==> config.mk <==
export PLATFORM = sky130hd
export DESIGN_NAME = asm_stream_arbiter_flat
export DESIGN_NICKNAME = d
export VERILOG_FILES = /design/src/rtl/asm_stream_arbiter_if.sv /design/src/rtl/asm_stream_arbiter.sv /design/src/flat_wrapper.sv
export SDC_FILE = /design/constraint.sdc
export NUM_CORES = 1
export LEC_CHECK = 0
export BUFFER_PORTS_ARGS = -buffer_cell sky130_fd_sc_hd__buf_2
export CAP_MARGIN = 5
export CORE_MARGIN = 5
export CORE_UTILIZATION = 55
export CTS_BUF_LIST = sky130_fd_sc_hd__clkbuf_8
export DETAILED_ROUTE_END_ITERATION = 10
export GPL_TIMING_DRIVEN = 0
export HOLD_SLACK_MARGIN = 0.05
export PLACE_DENSITY = 0.82
export REMOVE_ABC_BUFFERS = 1
export SYNTH_ARGS = -nofsm -noshare
export SYNTH_HDL_FRONTEND = slang
export SYNTH_SLANG_ARGS = --single-unit
==> constraint.sdc <==
create_clock -name clk -period 2.3 [get_ports clk]
set_clock_uncertainty 0.1 [all_clocks]
set_input_delay 0 -clock clk [delete_from_list [all_inputs] [get_ports clk]]
set_output_delay 0 -clock clk [all_outputs]
set_load 0.1 [all_outputs]
==> src/rtl/asm_stream_arbiter_if.sv <==
// Bundle between the requester clients, the arbiter and the shared serial detector.
interface asm_stream_arbiter_if #(
    parameter int unsigned NREQ  = 4,
    parameter int unsigned WIDTH = 8
);
    localparam int unsigned IDW = $clog2(NREQ);
    localparam int unsigned CW  = $clog2(WIDTH + 1);

    logic [NREQ-1:0]       req;
    logic [NREQ*WIDTH-1:0] data;
    logic [NREQ-1:0]       gnt;
    logic                  busy;
    logic                  det_clr;
    logic                  det_in;
    logic                  det_z;
    logic                  done;
    logic [IDW-1:0]        done_id;
    logic [CW-1:0]         hit_cnt;

    // Arbiter side.
    modport slave (
        input  req, data, det_z,
        output gnt, busy, det_clr, det_in, done, done_id, hit_cnt
    );

    // Client / detector side.
    modport master (
        output req, data, det_z,
        input  gnt, busy, det_clr, det_in, done, done_id, hit_cnt
    );
endinterface

==> src/rtl/asm_stream_arbiter.sv <==
// Round-robin arbiter sharing one serial pattern detector between NREQ requesters.
// The granted word is shifted MSB-first into the detector and its z pulses are counted.
module asm_stream_arbiter #(
    parameter int unsigned NREQ  = 4,
    parameter int unsigned WIDTH = 8
) (
    input  logic                clk,
    input  logic                rst,
    asm_stream_arbiter_if.slave bus
);
    localparam int unsigned IDW = $clog2(NREQ);
    localparam int unsigned CW  = $clog2(WIDTH + 1);
    localparam int unsigned BW  = $clog2(WIDTH);

    typedef enum logic [1:0] {StIdle, StClear, StShift, StDone} state_e;

    state_e           state_q, state_d;
    logic [IDW-1:0]   ptr_q, ptr_d;
    logic [WIDTH-1:0] wreg_q, wreg_d;
    logic [IDW-1:0]   id_q, id_d;
    logic [CW-1:0]    acc_q, acc_d;
    logic [BW-1:0]    bi_q, bi_d;
    logic [NREQ-1:0]  gnt_q, gnt_d;
    logic             busy_q, busy_d;
    logic             det_clr_q, det_clr_d;
    logic             det_in_q, det_in_d;
    logic             done_q, done_d;
    logic [IDW-1:0]   done_id_q, done_id_d;
    logic [CW-1:0]    hit_cnt_q, hit_cnt_d;

    logic             found;
    logic [IDW-1:0]   win;
    logic [IDW-1:0]   cand;
    logic [WIDTH-1:0] wsel;
    logic [CW-1:0]    acc_next;

    // State and output registers; everything clears on reset so an aborted word leaves no trace.
    always_ff @(posedge clk or posedge rst) begin
        if (rst) begin
            state_q   <= StIdle;
            ptr_q     <= '0;
            wreg_q    <= '0;
            id_q      <= '0;
            acc_q     <= '0;
            bi_q      <= '0;
            gnt_q     <= '0;
            busy_q    <= 1'b0;
            det_clr_q <= 1'b0;
            det_in_q  <= 1'b0;
            done_q    <= 1'b0;
            done_id_q <= '0;
            hit_cnt_q <= '0;
        end else begin
            state_q   <= state_d;
            ptr_q     <= ptr_d;
            wreg_q    <= wreg_d;
            id_q      <= id_d;
            acc_q     <= acc_d;
            bi_q      <= bi_d;
            gnt_q     <= gnt_d;
            busy_q    <= busy_d;
            det_clr_q <= det_clr_d;
            det_in_q  <= det_in_d;
            done_q    <= done_d;
            done_id_q <= done_id_d;
            hit_cnt_q <= hit_cnt_d;
        end
    end

    // Round-robin search starting at ptr, plus the winner's word and one-hot grant.
    always_comb begin
        found = 1'b0;
        win   = '0;
        cand  = '0;
        wsel  = '0;
        for (int k = 0; k < NREQ; k++) begin
            cand = IDW'((int'(ptr_q) + k) % NREQ);
            if (!found && bus.req[cand]) begin
                found = 1'b1;
                win   = cand;
            end
        end
        for (int k = 0; k < NREQ; k++) begin
            if (IDW'(k) == win) begin
                wsel = bus.data[k*WIDTH +: WIDTH];
            end
        end
    end

    // Next-state and next-output logic; outputs are registered one state ahead.
    always_comb begin
        state_d   = state_q;
        ptr_d     = ptr_q;
        wreg_d    = wreg_q;
        id_d      = id_q;
        acc_d     = acc_q;
        bi_d      = bi_q;
        gnt_d     = gnt_q;
        busy_d    = busy_q;
        det_clr_d = det_clr_q;
        det_in_d  = det_in_q;
        done_d    = done_q;
        done_id_d = done_id_q;
        hit_cnt_d = hit_cnt_q;
        acc_next  = acc_q + {{(CW-1){1'b0}}, bus.det_z};

        unique case (state_q)
            StIdle: begin
                if (found) begin
                    wreg_d    = wsel;
                    id_d      = win;
                    acc_d     = '0;
                    busy_d    = 1'b1;
                    det_clr_d = 1'b1;
                    det_in_d  = 1'b0;
                    for (int k = 0; k < NREQ; k++) begin
                        gnt_d[k] = (IDW'(k) == win);
                    end
                    state_d   = StClear;
                end
            end
            StClear: begin
                det_clr_d = 1'b0;
                det_in_d  = wreg_q[WIDTH-1];
                bi_d      = BW'(WIDTH - 1);
                state_d   = StShift;
            end
            StShift: begin
                // det_z belongs to the bit currently on det_in.
                acc_d = acc_next;
                if (bi_q == '0) begin
                    det_in_d  = 1'b0;
                    done_d    = 1'b1;
                    done_id_d = id_q;
                    hit_cnt_d = acc_next;
                    state_d   = StDone;
                end else begin
                    bi_d     = bi_q - 1'b1;
                    det_in_d = wreg_q[bi_q - 1'b1];
                end
            end
            StDone: begin
                done_d  = 1'b0;
                gnt_d   = '0;
                busy_d  = 1'b0;
                ptr_d   = (id_q == IDW'(NREQ - 1)) ? '0 : id_q + 1'b1;
                state_d = StIdle;
            end
            default: begin
                state_d = StIdle;
            end
        endcase
    end

    assign bus.gnt     = gnt_q;
    assign bus.busy    = busy_q;
    assign bus.det_clr = det_clr_q;
    assign bus.det_in  = det_in_q;
    assign bus.done    = done_q;
    assign bus.done_id = done_id_q;
    assign bus.hit_cnt = hit_cnt_q;
endmodule

==> src/flat_wrapper.sv <==
// flat-port wrapper written by rule: the top's interface ports become plain ports
module asm_stream_arbiter_flat 
#(
    parameter int unsigned NREQ  = 4,
    parameter int unsigned WIDTH = 8
)
  (clk, rst, bus_req, bus_data, bus_det_z, bus_gnt, bus_busy, bus_det_clr, bus_det_in, bus_done, bus_done_id, bus_hit_cnt);
  asm_stream_arbiter_if #(.NREQ(NREQ), .WIDTH(WIDTH)) bus_i ();
  input  logic clk;
  input  logic rst;
  input wire logic [$bits(bus_i.req)-1:0] bus_req;
  input wire logic [$bits(bus_i.data)-1:0] bus_data;
  input wire logic [$bits(bus_i.det_z)-1:0] bus_det_z;
  output wire logic [$bits(bus_i.gnt)-1:0] bus_gnt;
  output wire logic [$bits(bus_i.busy)-1:0] bus_busy;
  output wire logic [$bits(bus_i.det_clr)-1:0] bus_det_clr;
  output wire logic [$bits(bus_i.det_in)-1:0] bus_det_in;
  output wire logic [$bits(bus_i.done)-1:0] bus_done;
  output wire logic [$bits(bus_i.done_id)-1:0] bus_done_id;
  output wire logic [$bits(bus_i.hit_cnt)-1:0] bus_hit_cnt;
  assign bus_i.req = bus_req;
  assign bus_i.data = bus_data;
  assign bus_i.det_z = bus_det_z;
  assign bus_gnt = bus_i.gnt;
  assign bus_busy = bus_i.busy;
  assign bus_det_clr = bus_i.det_clr;
  assign bus_det_in = bus_i.det_in;
  assign bus_done = bus_i.done;
  assign bus_done_id = bus_i.done_id;
  assign bus_hit_cnt = bus_i.hit_cnt;
  asm_stream_arbiter #(.NREQ(NREQ), .WIDTH(WIDTH)) u_core (.clk(clk), .rst(rst), .bus(bus_i));
endmodule
==> out/results.ini, run 1 <==
[logic_synthesis]
synth_cell_types=48
synth_top_area_share_pct=41.0
synth.ff_latch_count=35
postSynthAreaPerCell_um2=10.0
yosys_warnings=0
yosys-top-cells-area=dfrtp_1 (41%), ha_1 (5.3%), o21ai_0 (5.2%)
synth_edf_count=0
yosys.area.top_type=dfrtp_1
async_flop_share_pct=100
synth-seq-area-share_pct=41.0
synth.cell_area_um2=2130
syn-instance-count=213
synth_ff_type=dfrtp_1

[grt]
antenna_found_initial=0
grt_pass1_vias=1863
grt_overflow_total=0
grt_max_degree=36
grt_first_pass_wirelength_um=8620
grtUsageTotal_pct=21.7

[worst_setup_path]
ff2ff_setup_slack_ns=0.23
path_class=register to register
reg2reg_from=u_core.bi_q[0]
r2r_end=u_core.bus.det_in
critPathCaptureType=register
crit_fanout=6
reg2regPathDepth=6
required_ns=2.37
cp.arrival_ns=2.14
start_kind=register

[floorplanning]
start_util_pct=57.4
core-area_um2=3720
ios=53
die_width_um=72.3
die_h_um=72.3
dieArea_um2=5230
rows=22

[layout]
final_area_um2=2730
drive_gt1_share_pct=29.9
nFillCells=271
layout_common_cells=buf_2 (52), dfrtp_1 (35), dlygate4sd3_1 (27)
layout_commonest_cell=buf_2
area_delta_synth_final_pct=28.0
fin_nets=337

[drt]
drt_iter0_markers=109
via_count=1846
drt-pass1-iter-count=4
route.detailed.drc=0
drtAntennaViolNets=0
via_per_inst=5.48
wl_per_cell_um=15.2
routed_wl_um=5110

[sta]
slew_headroom_pct=52.6
fin_setup_tns_ns=0
rsz0062_at_grt=false
slew_violations=0
tightest_slew_ns=0.710
fmax_mhz=483
fin_crit_sh_pct=90.0
finalSetupViolCount=0
min_period_ns=2.07
hold_violations=0

[clock_network]
numClockSinks=35
hold_buffers=27
htreeDepth=2
clk_pin_slew_worst_paths_ns=0.07
cts_tree=yes
post_cts_buffers=0
cts_resized=0
cts-buffers-inserted=5
clk_latency_ns=0.29
clockRootBuffer=clkbuf_8
clockBufferDepth=2

[placed_design]
gp_congestion=0.831
port_buffers=52
placed_area_um2=2380
dp_hpwl_um=3260

[power]
power_leakage_nw=1.32
seq_power_share_pct=30.9
power.density_nw_per_um2=1190
irDropWorstVdd_mv=0.714
swShare_pct=48.6
power_frac_clock_pct=12.8
p_sw_mw=1.58
combinationalPowerShare_pct=56.3
p_int_mw=1.67

[worst_hold_path]
hold_start=bus_data[21]
min_to=u_core.wreg_q[5]
min_delay_path_depth=4
hold_class=primary input to register

[job]
cap_violations=0

[run_status]
outcome=completed

==> cell type report <==
type | count | area, µm² | share of cell area (%)
repair buffers | 79 | 531 | 19.4
inverters | 8 | 30.0 | 1.10
diodes | 1 | 2.50 | 0.0916
flip-flops and latches | 35 | 876 | 32.1
clock buffers | 5 | 68.8 | 2.52
well taps | 48 | 60.1 | 2.20
clock inverters | 1 | 7.51 | 0.275
multi-input cells | 160 | 1160 | 42.3
==> power by group through the flow <==
| stage | Sequential [mW] | Combinational [mW] | Clock [mW] |
|---|---|---|---|
| after floorplan | 1.44 | 0.988 | 0 |
| after global placement | 0.999 | 1.74 | 0 |
| after detailed placement | 1.01 | 1.78 | 0 |
| after CTS | 1.00 | 1.82 | 0.425 |
| after global routing | 1.03 | 2.00 | 0.455 |
| final | 1.00 | 1.83 | 0.417 |
==> synth_stat cells, types with 7 or more instances <==
library cell  count
o211ai_1          8
ha_1              9
mux2i_1           9
a21boi_0         10
inv_1             8
nor2_1            7
o21ai_0          22
and3_2            7
dfrtp_1          35
nand2b_1          7
nand2_1          25
==> metal layers <==
| metal | wire length (µm) | track usage, % | vias up |
|---|---|---|---|
| met5 | 0 | 0 | - |
| met1 | 2170 | 25.5 | 870 |
| met4 | 101 | 10.0 | 0 |
| met2 | 2600 | 36.8 | 46 |
| li1 | - | - | 919 |
| met3 | 239 | 5.96 | 11 |
==> critical path: stages, from the launching register on <==
cell and delay, ns:
dfrtp_1 0.44, inv_1 0.09, ha_1 0.37, mux4_2 0.53
and3b_1 0.19, o21ai_0 0.15, a21oi_1 0.08
==> logic make-up after synthesis <==
family          synth area share, %
simple gates                   19.2
compound gates                 20.3
flops                          41.0
buf+inv                        4.81
mux                            8.97
fa+ha+maj                      5.28
xor+xnor                      0.410
==> stage by stage <==
stage | util, % | instances | setup slack, ns | hold WS (ns) | total power, mW
5_1_grt | 73.4 | 336 | 0.0548 | 0.101 | 3.49
4_1_cts | 73.4 | 336 | 0.229 | 0.0508 | 3.25
6_report | 73.5 | 337 | 0.231 | 0.0525 | 3.25
2_1_floorplan | - | 203 | 0.367 | 0.0543 | 2.43
3_3_place_gp | 64.1 | 303 | 0.255 | 0.218 | 2.74
3_5_place_dp | 64.1 | 303 | 0.254 | 0.223 | 2.80
==> worst max-delay path by stage <==
stage                           start           endpoint
finish                 u_core.bi_q[0]  u_core.bus.det_in
global route        u_core.state_q[1]   u_core.wreg_q[5]
CTS                    u_core.bi_q[0]  u_core.bus.det_in
detailed placement     u_core.bi_q[0]  u_core.bus.det_in
global placement       u_core.bi_q[0]  u_core.bus.det_in
floorplan              u_core.bi_q[0]  u_core.bus.det_in
==> flip-flops by register name, summed over array words and instances, names as in the netlist <==
register / flops
u_core.bus.det_in: 1
u_core.bus.det_clr: 1
u_core.id_q: 2
u_core.acc_q: 4
u_core.bus.busy: 1
u_core.ptr_q: 2
u_core.bi_q: 3
u_core.bus.done_id: 2
u_core.state_q: 2
u_core.bus.gnt: 4
u_core.bus.hit_cnt: 4
u_core.bus.done: 1
u_core.wreg_q: 8
(Power assumes the default switching activity.)
==> run 2, diff against run 1 <==
- CELL_PAD_IN_SITES_DETAIL_PLACEMENT: default -> 1
- CELL_PAD_IN_SITES_GLOBAL_PLACEMENT: default -> 1
- CORE_UTILIZATION: 55 -> 42
- PLACE_DENSITY: 0.82 -> default
- PLACE_DENSITY_LB_ADDON: default -> 0.1
==> out/results.ini, run 2 (synthesis results as in run 1) <==
[clock_network]
numClockSinks=35
post_cts_buffers=0
cts-buffers-inserted=5
htreeDepth=2
clockRootBuffer=clkbuf_8
clk_pin_slew_worst_paths_ns=0.07
cts_tree=yes
clockBufferDepth=2
clk_latency_ns=0.28

[power]
p_sw_mw=1.60
seq_power_share_pct=30.6
irDropWorstVdd_mv=0.704
power_frac_clock_pct=12.4
swShare_pct=48.8
p_int_mw=1.68
power_leakage_nw=1.32
combinationalPowerShare_pct=57.0
power.density_nw_per_um2=1200

[worst_setup_path]
required_ns=2.34
r2r_end=u_core.wreg_q[3]
critPathCaptureType=register
cp.arrival_ns=2.24
ff2ff_setup_slack_ns=0.10
path_class=register to register
cpPeakStageDelay_ns=0.61
path_cells=and2b_2, or4_4, and3_2, o21ai_0, o211ai_1
reg2reg_from=u_core.ptr_q[0]
crit_fanout=19
crit_slowest_cell=or4_4
start_kind=register
reg2regPathDepth=5

[sta]
fin_crit_sh_pct=95.6
slew_violations=0
tightest_slew_ns=0.819
slew_headroom_pct=45.3
rsz0062_at_grt=false
finalSetupViolCount=0
fmax_mhz=455
min_period_ns=2.20
fin_setup_tns_ns=0
hold_violations=0
layout_setup_ws_ns=0.102

[drt]
route.detailed.drc=0
drtAntennaViolNets=0
via_count=1870
drt-pass1-iter-count=4
via_per_inst=5.27
drt_iter0_markers=61
routed_wl_um=5720
wl_per_cell_um=16.1

[worst_hold_path]
hold_class=primary input to register
min_delay_path_depth=4
min_to=u_core.wreg_q[4]
hold_start=bus_data[20]

[layout]
area_delta_synth_final_pct=28.5
drive_gt1_share_pct=30.2
regArea_um2=876
layout_commonest_cell=buf_2
layout_common_cells=buf_2 (52), dfrtp_1 (35), nand2_1 (25)
nFillCells=593
largest_register_ffs=8
multiInputGateArea_um2=1160
fin_nets=334
antennaDiodeCount=0
top_register=u_core.wreg_q

[placed_design]
dp_hpwl_um=4090
port_buffers=52
gp_congestion=0.765
pre_cts_slack_ns=0.131

[floorplanning]
die_width_um=81.3
core-area_um2=5010
start_util_pct=42.6
ios=53
rows=26
dieArea_um2=6610
die_h_um=81.3

[grt]
grt_first_pass_wirelength_um=9940
grt_pass1_vias=2045
grt_overflow_total=0
grt_max_degree=20
grtUsageTotal_pct=19.6
antenna_found_initial=0

[run_status]
outcome=completed

[job]
cap_violations=0

## run 2: cell count changes in the layout (fill, tap and decap cells not counted), sizes merged
cell / before / now
inv: 8 / 9
diode: 1 / 0
buf: 52 / 53
clkinvlp: 1 / 0
dlygate4sd3: 27 / 23
## run 2: worst max-delay path by stage
stage	from	endpoint	slack [ns]	depth (start not counted)
after detailed placement	u_core.state_q[0]	u_core.bus.hit_cnt[1]	0.13	4
after CTS	u_core.state_q[0]	u_core.bus.hit_cnt[1]	0.17	4
after global placement	u_core.bi_q[0]	u_core.bus.det_in	0.22	6
final	u_core.ptr_q[0]	u_core.wreg_q[3]	0.10	5
after global routing	u_core.state_q[0]	u_core.bus.done	0.002	5
after floorplan	u_core.bi_q[0]	u_core.bus.det_in	0.37	6
## run 2: what timing repair did
item | CTS | global route
gates resized for setup | 0 | 1
endpoints found under the setup margin | 0 | 1
hold endpoints to repair | 28 | 0
hold buffers | 23 | 0
## run 2: worst max-delay path: cells and delay by family, from the launching register on
family,cells,cell delay [ns]
and+or+nand+nor,3,1.12
AOI/OAI and AO/OA,2,0.47
DFF,1,0.36
## run 2: cell type report
type                            instances  area share, %
Tap cell                               70           3.19
Inverter                                8           1.09
Clock buffer                            5           2.51
Sequential cell                        35           31.9
Multi-Input combinational cell        160           42.2
Timing Repair Buffer                   76           18.9
Clock inverter                          1          0.137
## run 2: power groups by stage
stage	Clock (mW)	Sequential, mW	Combinational, mW
6_report	0.406	1.00	1.87
5_1_grt	0.444	1.04	2.05
4_1_cts	0.418	1.01	1.87
3_5_place_dp	0	1.02	1.84
3_3_place_gp	0	1.00	1.79
2_1_floorplan	0	1.44	0.988
## run 2: metal layers
layer / part of all wire [%] / track usage (%)
met1: 44 / 23.7
met2: 51 / 34.4
met5: 0 / 0
met3: 4.0 / 4.32
met4: 1.7 / 6.25
## run 2: per-stage QoR
stage / std cells / hold slack, ns / area [µm²] / util, % / total power, mW
CTS: 355 / 0.0548 / 2740 / 54.7 / 3.30
global placement: 325 / 0.218 / 2410 / 48.1 / 2.79
finish: 355 / 0.0560 / 2740 / 54.7 / 3.28
detailed placement: 326 / 0.101 / 2440 / 48.7 / 2.86
global route: 355 / 0.0937 / 2740 / 54.7 / 3.53
floorplan: 203 / 0.0543 / 2060 / - / 2.43
